### config.mk
export PLATFORM = sky130hd
export DESIGN_NAME = cbus_rr_arbiter
export DESIGN_NICKNAME = d
export VERILOG_FILES = /design/src/rtl/cbus_rr_arbiter_pkg.sv /design/src/rtl/cbus_rr_arbiter_seg_translate.sv /design/src/rtl/cbus_rr_arbiter.sv
export SDC_FILE = /design/constraint.sdc
export NUM_CORES = 1
export LEC_CHECK = 0
export ABC_AREA = 1
export BUFFER_PORTS_ARGS = -buffer_cell sky130_fd_sc_hd__buf_2
export CAP_MARGIN = 0
export CORE_AREA = 2 2 217 219
export CTS_BUF_LIST = sky130_fd_sc_hd__clkbuf_8 sky130_fd_sc_hd__clkbuf_16
export DETAILED_ROUTE_END_ITERATION = 8
export DIE_AREA = 0 0 219 221
export SYNTH_ARGS = -nofsm -noshare
export SYNTH_HDL_FRONTEND = slang
export SYNTH_HIERARCHICAL = 1
export SYNTH_SLANG_ARGS = --single-unit
### constraint.sdc
create_clock -name clk -period 4.63 [get_ports clk]
set_input_delay 0.926 -clock clk [delete_from_list [all_inputs] [get_ports clk]]
set_output_delay 0.926 -clock clk [all_outputs]
set_load 0.01 [all_outputs]
### src/rtl/cbus_rr_arbiter_pkg.sv
// ============================================================================
// Module  : cbus_rr_arbiter_pkg
// Brief   : Shared CBus request/response types, arbiter state and segment constants
// Rev     : 1.0  initial release
// ============================================================================
`default_nettype none

package cbus_rr_arbiter_pkg;

    typedef struct packed {
        logic        valid;
        logic        is_write;
        logic [2:0]  size;
        logic [31:0] addr;
        logic [3:0]  len;
        logic [3:0]  strobe;
        logic [31:0] data;
    } cbus_req_t;

    typedef struct packed {
        logic        ready;
        logic        last;
        logic [31:0] data;
    } cbus_resp_t;

    typedef enum logic [0:0] {
        IDLE = 1'b0,
        BUSY = 1'b1
    } arb_state_t;

    localparam logic [3:0]  KSEG0_HI = 4'h8;
    localparam logic [3:0]  KSEG1_HI = 4'hA;
    localparam logic [31:0] SEG_MASK = 32'h1FFF_FFFF;

endpackage

`default_nettype wire

### src/rtl/cbus_rr_arbiter_seg_translate.sv
// ============================================================================
// Module  : seg_translate
// Brief   : kseg0/kseg1 virtual-to-physical address translation and uncached flag
// Rev     : 1.0  initial release
// ============================================================================
`default_nettype none

module seg_translate
    import cbus_rr_arbiter_pkg::*;
(
    input  logic [31:0] vaddr,
    output logic [31:0] paddr,
    output logic        uncached
);

    logic [3:0] w_seg;
    logic       w_in_kseg;

    assign w_seg     = vaddr[31:28];
    // kseg0 and kseg1 together span segment nibbles 0x8..0xB
    assign w_in_kseg = (w_seg >= KSEG0_HI) && (w_seg <= (KSEG1_HI | 4'h1));
    assign paddr     = w_in_kseg ? (vaddr & SEG_MASK) : vaddr;
    assign uncached  = (vaddr[31:29] == KSEG1_HI[3:1]);

endmodule

`default_nettype wire

### src/rtl/cbus_rr_arbiter.sv
// ============================================================================
// Module  : cbus_rr_arbiter
// Brief   : N-port CBus arbiter, fixed-priority or round-robin, burst-locked grant
// Rev     : 1.0  initial release
// ============================================================================
`default_nettype none

module cbus_rr_arbiter
    import cbus_rr_arbiter_pkg::*;
#(
    parameter int NUM_INPUTS = 4,
    parameter int RR         = 1,
    parameter int TRANSLATE  = 1
) (
    input  logic                                       clk,
    input  logic                                       resetn,
    input  cbus_req_t  [NUM_INPUTS-1:0]                ireqs,
    output cbus_resp_t [NUM_INPUTS-1:0]                iresps,
    output cbus_req_t                                  oreq,
    input  cbus_resp_t                                 oresp,
    output logic       [$clog2(NUM_INPUTS)-1:0]        grant,
    output logic                                       busy,
    output logic                                       uncached
);

    localparam int c_GW = $clog2(NUM_INPUTS);
    localparam logic [c_GW-1:0] c_LAST_IDX = c_GW'(NUM_INPUTS - 1);

    arb_state_t            r_state_q, w_state_d;
    logic [c_GW-1:0]       r_grant_q, w_grant_d;
    logic [c_GW-1:0]       r_rr_ptr_q, w_rr_ptr_d;
    logic [NUM_INPUTS-1:0] w_valids;
    cbus_req_t             w_owner_req;
    logic [31:0]           w_seg_paddr;
    logic                  w_seg_uncached;

    // First requester at or after 'start', wrapping modulo NUM_INPUTS.
    function automatic logic [c_GW-1:0] pick_first(input logic [NUM_INPUTS-1:0] req,
                                                   input logic [c_GW-1:0]       start);
        logic [c_GW-1:0]       sel;
        logic [NUM_INPUTS-1:0] shifted;
        int                    idx;
        sel = '0;
        for (int off = NUM_INPUTS - 1; off >= 0; off--) begin
            idx     = (int'(start) + off) % NUM_INPUTS;
            shifted = req >> idx;
            if (shifted[0]) begin
                sel = c_GW'(idx);
            end
        end
        return sel;
    endfunction

    for (genvar gi = 0; gi < NUM_INPUTS; gi++) begin : g_valid
        assign w_valids[gi] = ireqs[gi].valid;
    end

    always_comb begin
        w_state_d  = r_state_q;
        w_grant_d  = r_grant_q;
        w_rr_ptr_d = r_rr_ptr_q;
        case (r_state_q)
            IDLE: begin
                if (|w_valids) begin
                    w_state_d = BUSY;
                    w_grant_d = pick_first(w_valids, (RR != 0) ? r_rr_ptr_q : '0);
                end
            end
            BUSY: begin
                if (oresp.ready && oresp.last) begin
                    w_state_d = IDLE;
                    if (RR != 0) begin
                        w_rr_ptr_d = (r_grant_q == c_LAST_IDX) ? '0 : r_grant_q + 1'b1;
                    end
                end
            end
            default: w_state_d = IDLE;
        endcase
    end

    always_ff @(posedge clk or negedge resetn) begin
        if (!resetn) begin
            r_state_q  <= IDLE;
            r_grant_q  <= '0;
            r_rr_ptr_q <= '0;
        end else begin
            r_state_q  <= w_state_d;
            r_grant_q  <= w_grant_d;
            r_rr_ptr_q <= w_rr_ptr_d;
        end
    end

    assign w_owner_req = ireqs[r_grant_q];

    seg_translate u_seg_translate (
        .vaddr    (w_owner_req.addr),
        .paddr    (w_seg_paddr),
        .uncached (w_seg_uncached)
    );

    // Owner request is forwarded combinationally so per-beat data/strobe see no delay
    always_comb begin
        oreq   = '0;
        iresps = '0;
        if (r_state_q == BUSY) begin
            oreq                = w_owner_req;
            oreq.addr           = (TRANSLATE != 0) ? w_seg_paddr : w_owner_req.addr;
            iresps[r_grant_q]   = oresp;
        end
    end

    assign busy     = (r_state_q == BUSY);
    assign grant    = r_grant_q;
    assign uncached = busy & w_seg_uncached;

endmodule

`default_nettype wire

**After elaboration in Yosys (flattened, before gate mapping)**

Index checks and enable logic that the tools add are counted.

- Input bits: 344
- Word-level logic and storage cells: 47
- Bits in read-only memories: 0
- Flip-flop bits (word level): 5
- RAM bits: 0
- Latch bits: 0
- Memories kept: 0
- Output and inout bits: 217

- Div/mod/pow operators: 0
- Magnitude comparators: 4
- Equal/unequal tests: 2
- Shift-type cells: 4
- Reduce and logical (&&, ||, !) cells: 9
- Multiply operators: 0
- Muxes and demuxes: 15
- Bitwise gates (word level): 6
- Add/subtract/negate cells: 4

Operator list:

| cell | count |
|---|---|
| 77-bit binary-select mux with 2-bit select | 1 |
| 77-bit 2-to-1 mux | 2 |
| 136-bit bitwise AND | 1 |
| 136-bit 2-to-1 mux | 1 |
| 4-bit by 32-bit >> shifter with 1-bit output | 3 |
| 34-bit demux with 2-bit select | 1 |
| 34-bit 2-to-1 mux | 1 |
| 32-bit 2-to-1 mux | 1 |
| 2-bit 2-to-1 mux | 5 |
| 2-bit OR reduction | 3 |
| 2-bit by 1-bit adder with 2-bit output, second input constant | 2 |
| 2-bit adder, second input constant | 2 |
| 4-bit greater-or-equal comparator, second input constant | 1 |
| 4-bit less-or-equal comparator, second input constant | 1 |
| 2-bit AND reduction | 2 |
| 4-bit OR reduction | 1 |
| 4-bit by 2-bit >> shifter with 1-bit output | 1 |
| 1-bit bitwise AND, first input constant | 3 |
| 3-bit == test, second input constant | 1 |
| 1-bit logical AND | 3 |
| 2-bit by 3-bit < comparator with 1-bit output, second input constant | 1 |
| 2-bit == test, second input constant | 1 |
| 2-bit by 1-bit greater-or-equal comparator with 1-bit output, second input constant | 1 |
| 1-bit 2-to-1 mux | 2 |
| other kinds (3) | 3 |

**Longest topological paths before layout**

Gate-level depths: netlist (run 1).

- Depth after elaboration: 8
- Mapped depth: 12
- Mapped depth without buffers: 11

**Hierarchy**

Netlist (run 1), hierarchy kept.

Modules (own cells, without submodules):

| module | area each (um^2) | times used | cells an instance | sequential area each (um^2) |
|---|---|---|---|---|
| cbus_rr_arbiter | 3841.2 | 1 | 860 | 125.1 |
| seg_translate | 252.7 | 1 | 37 | 0.0 |

**Least setup slack after synthesis (run 1)**

No wires, ideal clock.

- Path type: register to output
- Start point: register r_grant_q[0] (netlist: grant[0])
- End point: output port iresps[10] in the netlist's numbering
- Path slack: 1.996 ns
- Buffers on the path: 4
- Cell stages (with the launch flop): 9
- Arrival time: 1.708 ns
- Required time: 3.704 ns
- Cells stage by stage: dfrtp_1 inv_2 buf_4 buf_6 buf_2 ha_1 nand2_1 clkbuf_1 nor2_1

RTL lines:

| what | line | source |
|---|---|---|
| start, declared | cbus_rr_arbiter.sv:30 | `logic [c_GW-1:0] r_grant_q, w_grant_d;` |
| start signal, assigned | cbus_rr_arbiter.sv:88 | `r_grant_q <= w_grant_d;` |
| end, declared | cbus_rr_arbiter.sv:18 | `output cbus_resp_t [NUM_INPUTS-1:0] iresps,` |

==> results of run 1 <==
[cell families after synthesis]
group | synth area share
adder cells (fa/ha/maj) | 0.0122
AO/OA/AOI/OAI | 0.304
buffers and inverters | 0.226
AND/OR/NAND/NOR | 0.427
flip-flops | 0.0306
[through the flow]
| step | area [um2] | hold slack (ns) | setup WS, ns | power [uW] | utilization |
|---|---|---|---|---|---|
| 2_1_floorplan | 4090 | 0.630 | 2.00 | 2750 | - |
| 3_3_place_gp | 7190 | 0.723 | 1.27 | 4150 | 0.156 |
| 3_5_place_dp | 7190 | 0.700 | 1.27 | 4120 | 0.156 |
| 4_1_cts | 7270 | 0.515 | 1.02 | 4280 | 0.158 |
| 5_1_grt | 7290 | 0.517 | 0.963 | 4660 | 0.158 |
| 6_report | 7300 | 0.514 | 1.17 | 4190 | 0.158 |
[path summary, 6_finish.rpt]
kind	start	end	slack, ns	cells after the start
worst max-delay path	grant[0]$_DFFE_PN0P_	oreq[26]	1.17	5
worst min-delay path	resetn	grant[0]$_DFFE_PN0P_	0.51	1
worst max register to register	busy$_DFF_PN0_	grant[1]$_DFFE_PN0P_	2.71	4
worst min register to register	r_rr_ptr_q[1]$_DFFE_PN0P_	grant[1]$_DFFE_PN0P_	0.72	2
max in group asynchronous	resetn	grant[1]$_DFFE_PN0P_	3.96	1
min in group clk	r_rr_ptr_q[1]$_DFFE_PN0P_	grant[1]$_DFFE_PN0P_	0.72	2
[layout by cell type (no fill, tap or decap)]
| master | instances |
|---|---|
| buf_2 | 560 |
| nor2_1 | 380 |
| o21ai_0 | 154 |
| inv_1 | 80 |
| nand2_1 | 71 |
| a21oi_1 | 48 |
| o22ai_1 | 32 |
| nand3_1 | 11 |
| diode_2 | 10 |
| buf_4 | 7 |
| o21ai_1 | 4 |
| ha_1 | 4 |
| buf_12 | 4 |
| inv_2 | 3 |
| clkbuf_16 | 3 |
| dfrtp_4 | 2 |
| dfrtp_1 | 2 |
| inv_4 | 1 |
| clkinv_2 | 1 |
| a31oi_1 | 1 |
| dfrtp_2 | 1 |
| a21oi_2 | 1 |
[synthesized netlist by cell type]
| master | instances | area [um2] |
|---|---|---|
| nor2_1 | 380 | 1430 |
| ha_1 | 4 | 50.1 |
| nand2_1 | 71 | 267 |
| o21ai_0 | 154 | 771 |
| dfrtp_1 | 5 | 125 |
| clkbuf_2 | 1 | 5.00 |
| buf_6 | 7 | 78.8 |
| inv_1 | 79 | 297 |
| clkbuf_1 | 35 | 131 |
| o22ai_1 | 32 | 200 |
| inv_2 | 5 | 18.8 |
| buf_2 | 18 | 90.1 |
| buf_4 | 40 | 300 |
| buf_1 | 1 | 3.75 |
| a21oi_2 | 1 | 8.76 |
| a31oi_1 | 1 | 6.26 |
| nand3_1 | 11 | 55.1 |
| o21ai_1 | 4 | 20.0 |
| a21oi_1 | 48 | 240 |
[metal layers]
layer / GRT usage / wire length (um) / share of wire
met1: 0.137 / 12400 / 0.38
met2: 0.225 / 15800 / 0.49
met3: 0.0320 / 3050 / 0.094
met4: 0.0451 / 1150 / 0.035
met5: 0 / 80 / 0.0025
[final cells by class]
cell class / instances / area (um2)
fill: 5510 / 38800
timing repair buffer: 571 / 2940
antenna: 10 / 25.0
sequential: 5 / 134
multi-input combinational: 706 / 3040
tap: 607 / 759
clock buffer: 3 / 75.1
inverter: 84 / 319
clock inverter: 1 / 3.75
[registers in the layout, summed over array words and instances (netlist names)]
register / cells
busy: 1
grant: 2
r_rr_ptr_q: 2
[power by group through the flow]
stage	Clock (uW)	Combinational [uW]	Sequential (uW)
global placement	0	4020	129
finish	139	3920	128
CTS	143	4010	128
global route	146	4380	135
detailed placement	0	4000	128
floorplan	0	2650	94.5
==> results_tabular.tex, run 1 <==
\begin{tabular}{lr}
\hline
Metric & Value \\
\hline
\multicolumn{2}{l}{\textbf{Worst setup path}} \\
\quad Cell family with most CP delay & buffers and inverters \\
\quad Cell at the slowest stage of the critical path & dfrtp\_4 \\
\quad Data arrival time at the worst-slack endpoint & approximately 2.5 ns \\
\quad Setup crit start kind & register \\
\quad Slowest cell delay on critical path & approximately 0.59 ns \\
\quad Crit-path cells & inv\_4 > buf\_12 > o21ai\_0 > a21oi\_1 > buf\_2 \\
\quad Worst setup EP type & primary output \\
\quad Buf/Inv on CP & 3 \\
\quad Data required time of the worst path & $\sim$3.7 ns \\
\quad Highest fanout seen on the critical path & 109 \\
\quad Worst Path Class, Setup & reg -> out \\
\multicolumn{2}{l}{\textbf{Layout}} \\
\quad Layout Cells excl Fill & about 2000 \\
\quad \# nets final & approximately 1700 \\
\quad Fraction of layout cells with a size suffix above 1 & 0.426 \\
\quad Synthesis-to-layout area growth & 78.2\% \\
\multicolumn{2}{l}{\textbf{STA}} \\
\quad Fin Setup TNS & 0 ns \\
\quad Max frequency & slightly below 300 MHz \\
\quad Setup repair after global routing missed its margin & no \\
\quad Post-layout minimum cycle time & around 3.5 ns \\
\quad Maximum clock skew at final layout & roughly 0.0019 ns \\
\quad Transition time of the tightest slew-check pin & about 0.87 ns \\
\quad Slew Viols, Final & 0 \\
\quad Final setup violation count & 0 \\
\quad Worst-case headroom to the max-slew limit & 0.418 \\
\quad Tcrit/Tclk final & 0.748 \\
\quad Final hold vios & 0 \\
\multicolumn{2}{l}{\textbf{Clock network}} \\
\quad CTS Buf Count & 3 \\
\quad CTS tree & built \\
\quad Number of buffers inserted to repair setup after CTS & 0 \\
\quad Number of gates resized after cts & 0 \\
\quad Total number of clock tree sinks & 5 \\
\quad Buffer type at the clock tree root & clkbuf\_16 \\
\quad Buffer depth of the longest clock path & 2 \\
\quad Clock transition at the register clock pins on the worst setup and hold paths after CTS & $\sim$0.03 ns \\
\quad Worst-skew pair later-pin latency & 0.23 ns \\
\quad H-tree depth & 1 \\
\quad Number of buffers inserted by hold repair at cts & 0 \\
\multicolumn{2}{l}{\textbf{Power and ir drop}} \\
\quad Sw frac & 0.639 \\
\quad Reg power frac & 0.030 \\
\quad Pwr/cell area & between 500 and 600 nW/um2 \\
\quad Internal Pwr Total & about 1500 uW \\
\quad Fraction of power consumed by the clock network & 0.033 \\
\quad Proportion of power drawn by combinational gates & 0.936 \\
\quad IR drop worst, VDD & approximately 0.00031 V \\
\quad Net load switching power & 2680 uW \\
\quad Static Leak & 0.00440 uW \\
\multicolumn{2}{l}{\textbf{Synthesis}} \\
\quad Sequential-to-total area share from yosys stat & 0.0306 \\
\quad Instance count of the mapped netlist & around 900 \\
\quad FF+latch count, synth & 5 \\
\quad Syn. warnings & 6 \\
\quad Cell area after synthesis & just over 4000 um2 \\
\quad Total nets after synthesis & around 1200 \\
\quad Unique masters post-synth & 19 \\
\quad Mean instance size in the synthesized netlist & around 4.6 um2 \\
\multicolumn{2}{l}{\textbf{Global route}} \\
\quad Global route total overflow & 0 \\
\quad GRT Resource Usage Total & 0.124 \\
\quad Number of antenna violations at the first check in global routing & 23 \\
\quad First-pass GRT wire length & 44300 um \\
\quad Pin count of the biggest net entering global routing & between 100 and 150 \\
\quad Via count of the first global-routing pass & 6908 \\
\multicolumn{2}{l}{\textbf{Placed design}} \\
\quad HPWL Detailed & 27300 um \\
\quad Gp weighted congestion & between 0.9 and 1 \\
\quad Number of cells after detailed placement & between 1500 and 2000 \\
\quad Number of input and output port buffers inserted & 560 \\
\multicolumn{2}{l}{\textbf{Routing}} \\
\quad Number of vias in the routed layout & between 7000 and 8000 \\
\quad Starting DRT DRC Count & 353 \\
\quad DRC violations left & 0 \\
\quad Drt total wl & 32400 um \\
\quad First-pass iteration count of the detailed router & 5 \\
\quad Number of vias per cell & between 3 and 4 \\
\quad WL/cell & about 16 um \\
\quad Antenna Violating Nets Remaining & 0 \\
\multicolumn{2}{l}{\textbf{Outcome}} \\
\quad Outcome & completed \\
\multicolumn{2}{l}{\textbf{Run}} \\
\quad Max-capacitance violation count & 0 \\
\multicolumn{2}{l}{\textbf{Die}} \\
\quad Num rows & 79 \\
\quad Starting utilization of the core area & 0.0889 \\
\quad Placeable core region & roughly 46000 um2 \\
\quad Ports & around 560 \\
\quad Die area & just under 50000 um2 \\
\quad Die Span X & 219 um \\
\quad DIE HEIGHT & about 220 um \\
\multicolumn{2}{l}{\textbf{Min path}} \\
\quad Worst hold path type & in -> async \\
\hline
\end{tabular}
No activity file was read; power rests on OpenSTA's default activity.
==> run 2, diff against run 1 <==
--- a/config.mk
+++ b/config.mk
@@ -8,10 +8,10 @@
 export ABC_AREA = 1
 export BUFFER_PORTS_ARGS = -buffer_cell sky130_fd_sc_hd__buf_2
 export CAP_MARGIN = 0
-export CORE_AREA = 2 2 217 219
+export CORE_AREA = 2 2 218 220
 export CTS_BUF_LIST = sky130_fd_sc_hd__clkbuf_8 sky130_fd_sc_hd__clkbuf_16
 export DETAILED_ROUTE_END_ITERATION = 8
-export DIE_AREA = 0 0 219 221
+export DIE_AREA = 0 0 220 222
 export SYNTH_ARGS = -nofsm -noshare
 export SYNTH_HDL_FRONTEND = slang
 export SYNTH_HIERARCHICAL = 1
==> constraint.sdc (replaced) <==
create_clock -name clk -period 2.9 [get_ports clk]
set_input_delay 0.58 -clock clk [delete_from_list [all_inputs] [get_ports clk]]
set_output_delay 0.58 -clock clk [all_outputs]
set_load 0.01 [all_outputs]
==> run 2 against run 1 <==
Sequential share of layout area is essentially flat. Non-clock buffer count grew 8. First-iteration DRC count grew 25%. Routed wire length shrank 7.6%. Die area grew 0.91%. Register-to-register slack lost 2.0 ns. Core utilization grew 0.22 points. Critical path type unchanged. Largest cell class is now non-clock buffers. Highest routed layer unchanged.
==> results_tabular.tex, run 2 (synthesized netlist as in run 1, its figures left out) <==
\begin{tabular}{lr}
\hline
Metric & Value \\
\hline
\multicolumn{2}{l}{\textbf{Global route}} \\
\quad Number of antenna violations at the first check in global routing & 29 (+26\%) \\
\quad First-pass GRT wire length & 40400 um (-8.7\%) \\
\quad Via count of the first global-routing pass & 6821 (-1.3\%) \\
\quad Global route total overflow & 0 (unchanged) \\
\quad GRT Resource Usage Total & 0.111 (-0.0130) \\
\quad Pin count of the biggest net entering global routing & 82 (-32\%) \\
\multicolumn{2}{l}{\textbf{Worst setup path}} \\
\quad Worst Path Class, Setup & reg -> out \\
\quad Setup crit start kind & register \\
\quad Data required time of the worst path & 2.32 ns (-1.38 ns) \\
\quad Cell at the slowest stage of the critical path & dfrtp\_4 \\
\quad Highest fanout seen on the critical path & 80 (-27\%) \\
\quad Crit-path cells & buf\_12 > o21ai\_0 > o22ai\_1 > nand2\_1 > nor2\_1 > nand2\_1 > inv\_1 > buf\_2 \\
\quad Slowest cell delay on critical path & 0.45 ns (-0.14 ns) \\
\quad Data arrival time at the worst-slack endpoint & 2.06 ns (-0.48 ns) \\
\quad Worst setup EP type & primary output \\
\quad Most used cell, CP & nand2\_1 \\
\multicolumn{2}{l}{\textbf{Routing}} \\
\quad Antenna Violating Nets Remaining & 0 (unchanged) \\
\quad Number of vias in the routed layout & 7571 (-0.11\%) \\
\quad DRC violations left & 0 (unchanged) \\
\quad Drt total wl & 30000 um (-7.6\%) \\
\quad Number of vias per cell & 3.80 (-0.46\%) \\
\quad First-pass iteration count of the detailed router & 5 (unchanged) \\
\quad Starting DRT DRC Count & 440 (+25\%) \\
\quad WL/cell & 15.0 um (-7.9\%) \\
\multicolumn{2}{l}{\textbf{Clock network}} \\
\quad Buffer type at the clock tree root & clkbuf\_16 \\
\quad CTS tree & built \\
\quad Number of buffers inserted by hold repair at cts & 0 (unchanged) \\
\quad Clock transition at the register clock pins on the worst setup and hold paths after CTS & 0.03 ns (about the same) \\
\quad H-tree depth & 1 (unchanged) \\
\quad Buffer depth of the longest clock path & 2 (unchanged) \\
\quad Worst-skew pair later-pin latency & 0.23 ns (about the same) \\
\quad Number of buffers inserted to repair setup after CTS & 0 (unchanged) \\
\quad Total number of clock tree sinks & 5 (unchanged) \\
\quad CTS Buf Count & 3 (unchanged) \\
\quad Number of gates resized after cts & 0 (unchanged) \\
\multicolumn{2}{l}{\textbf{Die}} \\
\quad Starting utilization of the core area & 0.0885 (-0.000380) \\
\quad DIE HEIGHT & 222 um (+0.45\%) \\
\quad Die area & 48800 um2 (+0.91\%) \\
\quad Num rows & 79 (unchanged) \\
\quad Die Span X & 220 um (+0.46\%) \\
\quad Placeable core region & 46300 um2 (+0.43\%) \\
\quad Ports & 561 (unchanged) \\
\multicolumn{2}{l}{\textbf{Layout}} \\
\quad Layout Cells excl Fill & 1994 (+0.35\%) \\
\quad Highest-count cells in the layout ignoring fill and taps & buf\_2, nor2\_1, o21ai\_0 \\
\quad \# nets final & 1727 (+0.47\%) \\
\quad Synthesis-to-layout area growth & 81.5\% \\
\quad Fraction of layout cells with a size suffix above 1 & 0.429 (+0.00333) \\
\quad Most frequent standard cell in the layout excluding fill and tap cells & buf\_2 \\
\multicolumn{2}{l}{\textbf{STA}} \\
\quad Post-layout minimum cycle time & between 2 and 3 ns \\
\quad Fin Setup TNS & 0 ns (unchanged) \\
\quad Tcrit/Tclk final & 0.910 \\
\quad Setup repair after global routing missed its margin & no \\
\quad Final hold vios & 0 (unchanged) \\
\quad Worst hold margin & 0.168 ns (-0.346 ns) \\
\quad Max frequency & about 380 MHz \\
\quad Worst setup margin & 0.261 ns (-0.906 ns) \\
\quad Worst-case headroom to the max-slew limit & 0.529 (+0.111) \\
\quad Transition time of the tightest slew-check pin & 0.705 ns (-0.167 ns) \\
\quad Maximum clock skew at final layout & 0.000982 ns (-0.000890 ns) \\
\quad Slew Viols, Final & 0 (unchanged) \\
\quad Final setup violation count & 0 (unchanged) \\
\multicolumn{2}{l}{\textbf{Power and ir drop}} \\
\quad Static Leak & 0.00447 uW (+1.5\%) \\
\quad IR drop worst, VDD & 0.000518 V (+64\%) \\
\quad Total power consumption of the routed design & 6800 uW (+62\%) \\
\quad Pwr/cell area & 915 nW/um2 (+59\%) \\
\multicolumn{2}{l}{\textbf{Placed design}} \\
\quad Number of cells after detailed placement & 1981 (+0.41\%) \\
\quad Number of input and output port buffers inserted & 560 (unchanged) \\
\quad Post-placement setup slack & 0.402 ns (-0.870 ns) \\
\quad Gp weighted congestion & 0.867 (-5.2\%) \\
\quad HPWL Detailed & 25000 um (-8.4\%) \\
\multicolumn{2}{l}{\textbf{Min path}} \\
\quad Worst hold path type & in -> async \\
\multicolumn{2}{l}{\textbf{Run}} \\
\quad Max-capacitance violation count & 0 (unchanged) \\
\multicolumn{2}{l}{\textbf{Outcome}} \\
\quad Outcome & completed \\
\hline
\end{tabular}
-- run 2: cell types whose count changed in the layout (fill, tap and decap cells not counted), sizes merged --
cell    change
buf         +8
diode       -1
clkinv      -1
inv         +1
-- run 2: power by group --
part | internal (uW) | switching, uW | leakage [uW]
combinational | 2310 | 4050 | 0.00437
clock | 179 | 46.8 | 0.0000424
sequential | 115 | 98.9 | 0.0000562
total | 2600 | 4200 | 0.00447
-- run 2: per-layer routing --
metal  up-vias  part of all wire  track usage
met3        66             0.098       0.0313
li1       3775                 -            -
met5         -            0.0038            0
met4        18             0.027       0.0388
met2       456              0.49        0.200
met1      3256              0.38        0.122
-- run 2: layout make-up --
cell class	count	area (um2)
flip-flops and latches	5	134
clock buffers	3	75.1
clock inverters	1	3.75
well taps	607	759
diodes	9	22.5
multi-input cells	706	3040
fillers	5529	38800
repair buffers	579	3070
inverters	84	318
-- run 2: path summary, 6_finish.rpt --
check	to	depth (start not counted)	start	slack (ns)
min	r_rr_ptr_q[0]$_DFFE_PN0P_	1	resetn	0.17
min reg2reg	grant[1]$_DFFE_PN0P_	2	r_rr_ptr_q[1]$_DFFE_PN0P_	0.76
min in group clk	grant[1]$_DFFE_PN0P_	2	r_rr_ptr_q[1]$_DFFE_PN0P_	0.76
max reg2reg	grant[1]$_DFFE_PN0P_	5	busy$_DFF_PN0_	0.70
max in group asynchronous	grant[1]$_DFFE_PN0P_	1	resetn	2.57
max	uncached	8	grant[0]$_DFFE_PN0P_	0.26
-- run 2: stage by stage --
| stage | cell area [um2] | util |
|---|---|---|
| finish | 7430 | 0.161 |
| CTS | 7410 | 0.160 |
| detailed placement | 7330 | 0.158 |
| floorplan | 4090 | - |
| global placement | 7330 | 0.158 |
| global route | 7420 | 0.160 |
-- run 2: critical path, delay by kind of cell (launching register included) --
kind,cells,cell delay [ns]
simple gates,3,0.35
buf+inv,3,0.57
flops,1,0.45
compound gates,2,0.45
==> run 3, diff against run 2 <==
--- a/config.mk
+++ b/config.mk
@@ -12,6 +12,7 @@
 export CTS_BUF_LIST = sky130_fd_sc_hd__clkbuf_8 sky130_fd_sc_hd__clkbuf_16
 export DETAILED_ROUTE_END_ITERATION = 8
 export DIE_AREA = 0 0 220 222
+export PLACE_DENSITY = 0.37
 export SYNTH_ARGS = -nofsm -noshare
 export SYNTH_HDL_FRONTEND = slang
 export SYNTH_HIERARCHICAL = 1
==> run 3 against run 2 <==
Cell count down 0.15%. Clock skew about the same. Non-clock buffer count up 3. Maximum frequency down 1.3%. Register-to-register slack better by 0.35 ns. Critical path depth down 3. Global-route usage up 2.1 points. Power up 3.2%. Clock power about the same. Largest cell class is now multi-input gates.
==> results_tabular.tex, run 3 (synthesized netlist as in run 1, its figures left out) <==
\begin{tabular}{lr}
\hline
Metric & Value \\
\hline
\multicolumn{2}{l}{\textbf{Worst setup path}} \\
\quad Highest fanout seen on the critical path & 56 (-30\%) \\
\quad Logic depth of the worst register-to-register path & 5 (unchanged) \\
\quad Capture point of the worst reg-to-reg path & grant[1]\$\_DFFE\_PN0P\_ \\
\quad Data arrival time at the worst-slack endpoint & 2.09 ns (+0.03 ns) \\
\quad Crit-path cells & inv\_6 > buf\_12 > o21ai\_0 > a21oi\_1 > buf\_2 \\
\quad Cell at the slowest stage of the critical path & dfrtp\_4 \\
\quad Worst setup EP type & primary output \\
\quad Buf/Inv on CP & 3 (unchanged) \\
\quad Data required time of the worst path & 2.32 ns (about the same) \\
\quad Cell family with most CP delay & buffers and inverters \\
\quad Setup slack of the most critical reg-to-reg path & 1.05 ns (+0.35 ns) \\
\quad Worst setup path startpoint & grant[0]\$\_DFFE\_PN0P\_ \\
\quad Reg2Reg Launch Point & busy\$\_DFF\_PN0\_ \\
\quad Slowest cell delay on critical path & 0.52 ns (+0.07 ns) \\
\quad Worst Path Class, Setup & reg -> out \\
\quad Setup crit start kind & register \\
\multicolumn{2}{l}{\textbf{Layout}} \\
\quad Area occupied by registers & 134 um2 (unchanged) \\
\quad Most frequent standard cell in the layout excluding fill and tap cells & buf\_2 \\
\quad Area occupied by multi-input gates & 3040 um2 (unchanged) \\
\quad \# nets final & 1730 (+0.17\%) \\
\quad Fill cells & 5536 (+0.13\%) \\
\quad Fraction of layout cells with a size suffix above 1 & 0.430 (+0.00124) \\
\quad Synthesis-to-layout area growth & 79.8\% \\
\quad Highest-count cells in the layout ignoring fill and taps & buf\_2, nor2\_1, o21ai\_0 \\
\multicolumn{2}{l}{\textbf{STA}} \\
\quad Worst setup margin & 0.225 ns (-0.0358 ns) \\
\quad Tcrit/Tclk final & 0.922 (+0.0123) \\
\quad Transition time of the tightest slew-check pin & 0.684 ns (-0.0212 ns) \\
\quad Setup repair after global routing missed its margin & no \\
\quad Final setup violation count & 0 (unchanged) \\
\quad Final hold vios & 0 (unchanged) \\
\quad Worst-case headroom to the max-slew limit & 0.544 (+0.0148) \\
\quad Post-layout minimum cycle time & 2.67 ns (+0.0358 ns) \\
\quad Max frequency & 374 MHz (-1.3\%) \\
\quad Fin Setup TNS & 0 ns (unchanged) \\
\quad Slew Viols, Final & 0 (unchanged) \\
\quad Maximum clock skew at final layout & 0.000728 ns (-0.000254 ns) \\
\multicolumn{2}{l}{\textbf{Clock network}} \\
\quad Clock transition at the register clock pins on the worst setup and hold paths after CTS & 0.03 ns (about the same) \\
\quad Total number of clock tree sinks & 5 (unchanged) \\
\quad Buffer depth of the longest clock path & 2 (unchanged) \\
\quad CTS tree & built \\
\quad H-tree depth & 1 (unchanged) \\
\quad Number of buffers inserted to repair setup after CTS & 0 (unchanged) \\
\quad CTS Buf Count & 3 (unchanged) \\
\quad Number of gates resized after cts & 0 (unchanged) \\
\quad Buffer type at the clock tree root & clkbuf\_16 \\
\quad Worst-skew pair later-pin latency & 0.23 ns (about the same) \\
\quad Number of buffers inserted by hold repair at cts & 0 (unchanged) \\
\multicolumn{2}{l}{\textbf{Routing}} \\
\quad Antenna Violating Nets Remaining & 0 (unchanged) \\
\quad Starting DRT DRC Count & 314 (-29\%) \\
\quad DRC violations left & 0 (unchanged) \\
\quad WL/cell & 17.6 um (+17\%) \\
\quad Drt total wl & 35100 um (+17\%) \\
\quad Number of vias in the routed layout & 7659 (+1.2\%) \\
\quad Number of vias per cell & 3.85 (+1.3\%) \\
\quad First-pass iteration count of the detailed router & 4 (-1) \\
\multicolumn{2}{l}{\textbf{Global route}} \\
\quad Pin count of the biggest net entering global routing & 101 (+23\%) \\
\quad Global route total overflow & 0 (unchanged) \\
\quad Number of antenna violations at the first check in global routing & 10 (-66\%) \\
\quad First-pass GRT wire length & 47700 um (+18\%) \\
\quad Via count of the first global-routing pass & 7346 (+7.7\%) \\
\quad GRT Resource Usage Total & 0.132 (+0.0213) \\
\multicolumn{2}{l}{\textbf{Placed design}} \\
\quad Post-placement setup slack & 0.251 ns (-0.151 ns) \\
\quad Gp weighted congestion & 0.882 (+1.7\%) \\
\quad Number of input and output port buffers inserted & 560 (unchanged) \\
\quad HPWL Detailed & 29800 um (+19\%) \\
\multicolumn{2}{l}{\textbf{Power and ir drop}} \\
\quad IR drop worst, VDD & 0.000601 V (+16\%) \\
\quad Pwr/cell area & 953 nW/um2 (+4.1\%) \\
\quad Static Leak & 0.00445 uW (-0.31\%) \\
\multicolumn{2}{l}{\textbf{Outcome}} \\
\quad Outcome & completed \\
\multicolumn{2}{l}{\textbf{Die}} \\
\quad Die area & 48800 um2 (unchanged) \\
\quad Placeable core region & 46300 um2 (unchanged) \\
\quad Num rows & 79 (unchanged) \\
\quad Starting utilization of the core area & 0.0885 (unchanged) \\
\quad DIE HEIGHT & 222 um (unchanged) \\
\quad Die Span X & 220 um (unchanged) \\
\quad Ports & 561 (unchanged) \\
\multicolumn{2}{l}{\textbf{Min path}} \\
\quad Worst hold path type & in -> async \\
\multicolumn{2}{l}{\textbf{Run}} \\
\quad Max-capacitance violation count & 0 (unchanged) \\
\hline
\end{tabular}
-- run 3: metal layers --
| layer | vias to the layer above | wire length, um | track usage | share of wire |
|---|---|---|---|---|
| met4 | 10 | 743 | 0.0325 | 0.021 |
| met2 | 420 | 18600 | 0.259 | 0.53 |
| met3 | 32 | 2790 | 0.0246 | 0.079 |
| li1 | 3763 | - | - | - |
| met5 | - | 68 | 0 | 0.0019 |
| met1 | 3434 | 13000 | 0.141 | 0.37 |
-- run 3: metrics by stage --
step / power, uW / util / instance area [um2] / cells / hold WS (ns)
global route: 7780 / 0.159 / 7360 / 1990 / 0.173
floorplan: 4380 / - / 4090 / 897 / 0.284
CTS: 7250 / 0.159 / 7350 / 1988 / 0.175
finish: 7010 / 0.159 / 7360 / 1991 / 0.174
global placement: 7000 / 0.157 / 7270 / 1984 / 0.414
detailed placement: 7000 / 0.157 / 7270 / 1984 / 0.416
-- run 3: area by class of cell --
class,instances,area share
multi-input cells,706,0.413
repair buffers,582,0.410
well taps,607,0.103
inverters,84,0.0435
flip-flops and latches,5,0.0182
clock buffers,3,0.0102
diodes,3,0.00102
clock inverters,1,0.000510
-- run 3: worst reg2reg max path, cell delays in order, from the launching register on --
cell	delay, ns
dfrtp_2	0.39
inv_2	0.47
buf_4	0.29
o21ai_0	0.20
a31oi_1	0.23
a21oi_1	0.13
-- run 3: power breakdown --
part,total (uW),switching [uW],leakage [uW],internal [uW]
Clock,224,45.1,0.0000423,179
Sequential,174,58.8,0.0000562,115
Combinational,6620,4390,0.00435,2220
-- run 3: worst max path at each step --
stage	cells past startpoint	slack, ns	to
after floorplan	8	0.61	iresps[10]
after global placement	5	0.28	oreq[73]
after detailed placement	5	0.25	oreq[73]
after CTS	5	0.005	oreq[73]
after global routing	5	0.05	oreq[73]
final	5	0.23	oreq[75]
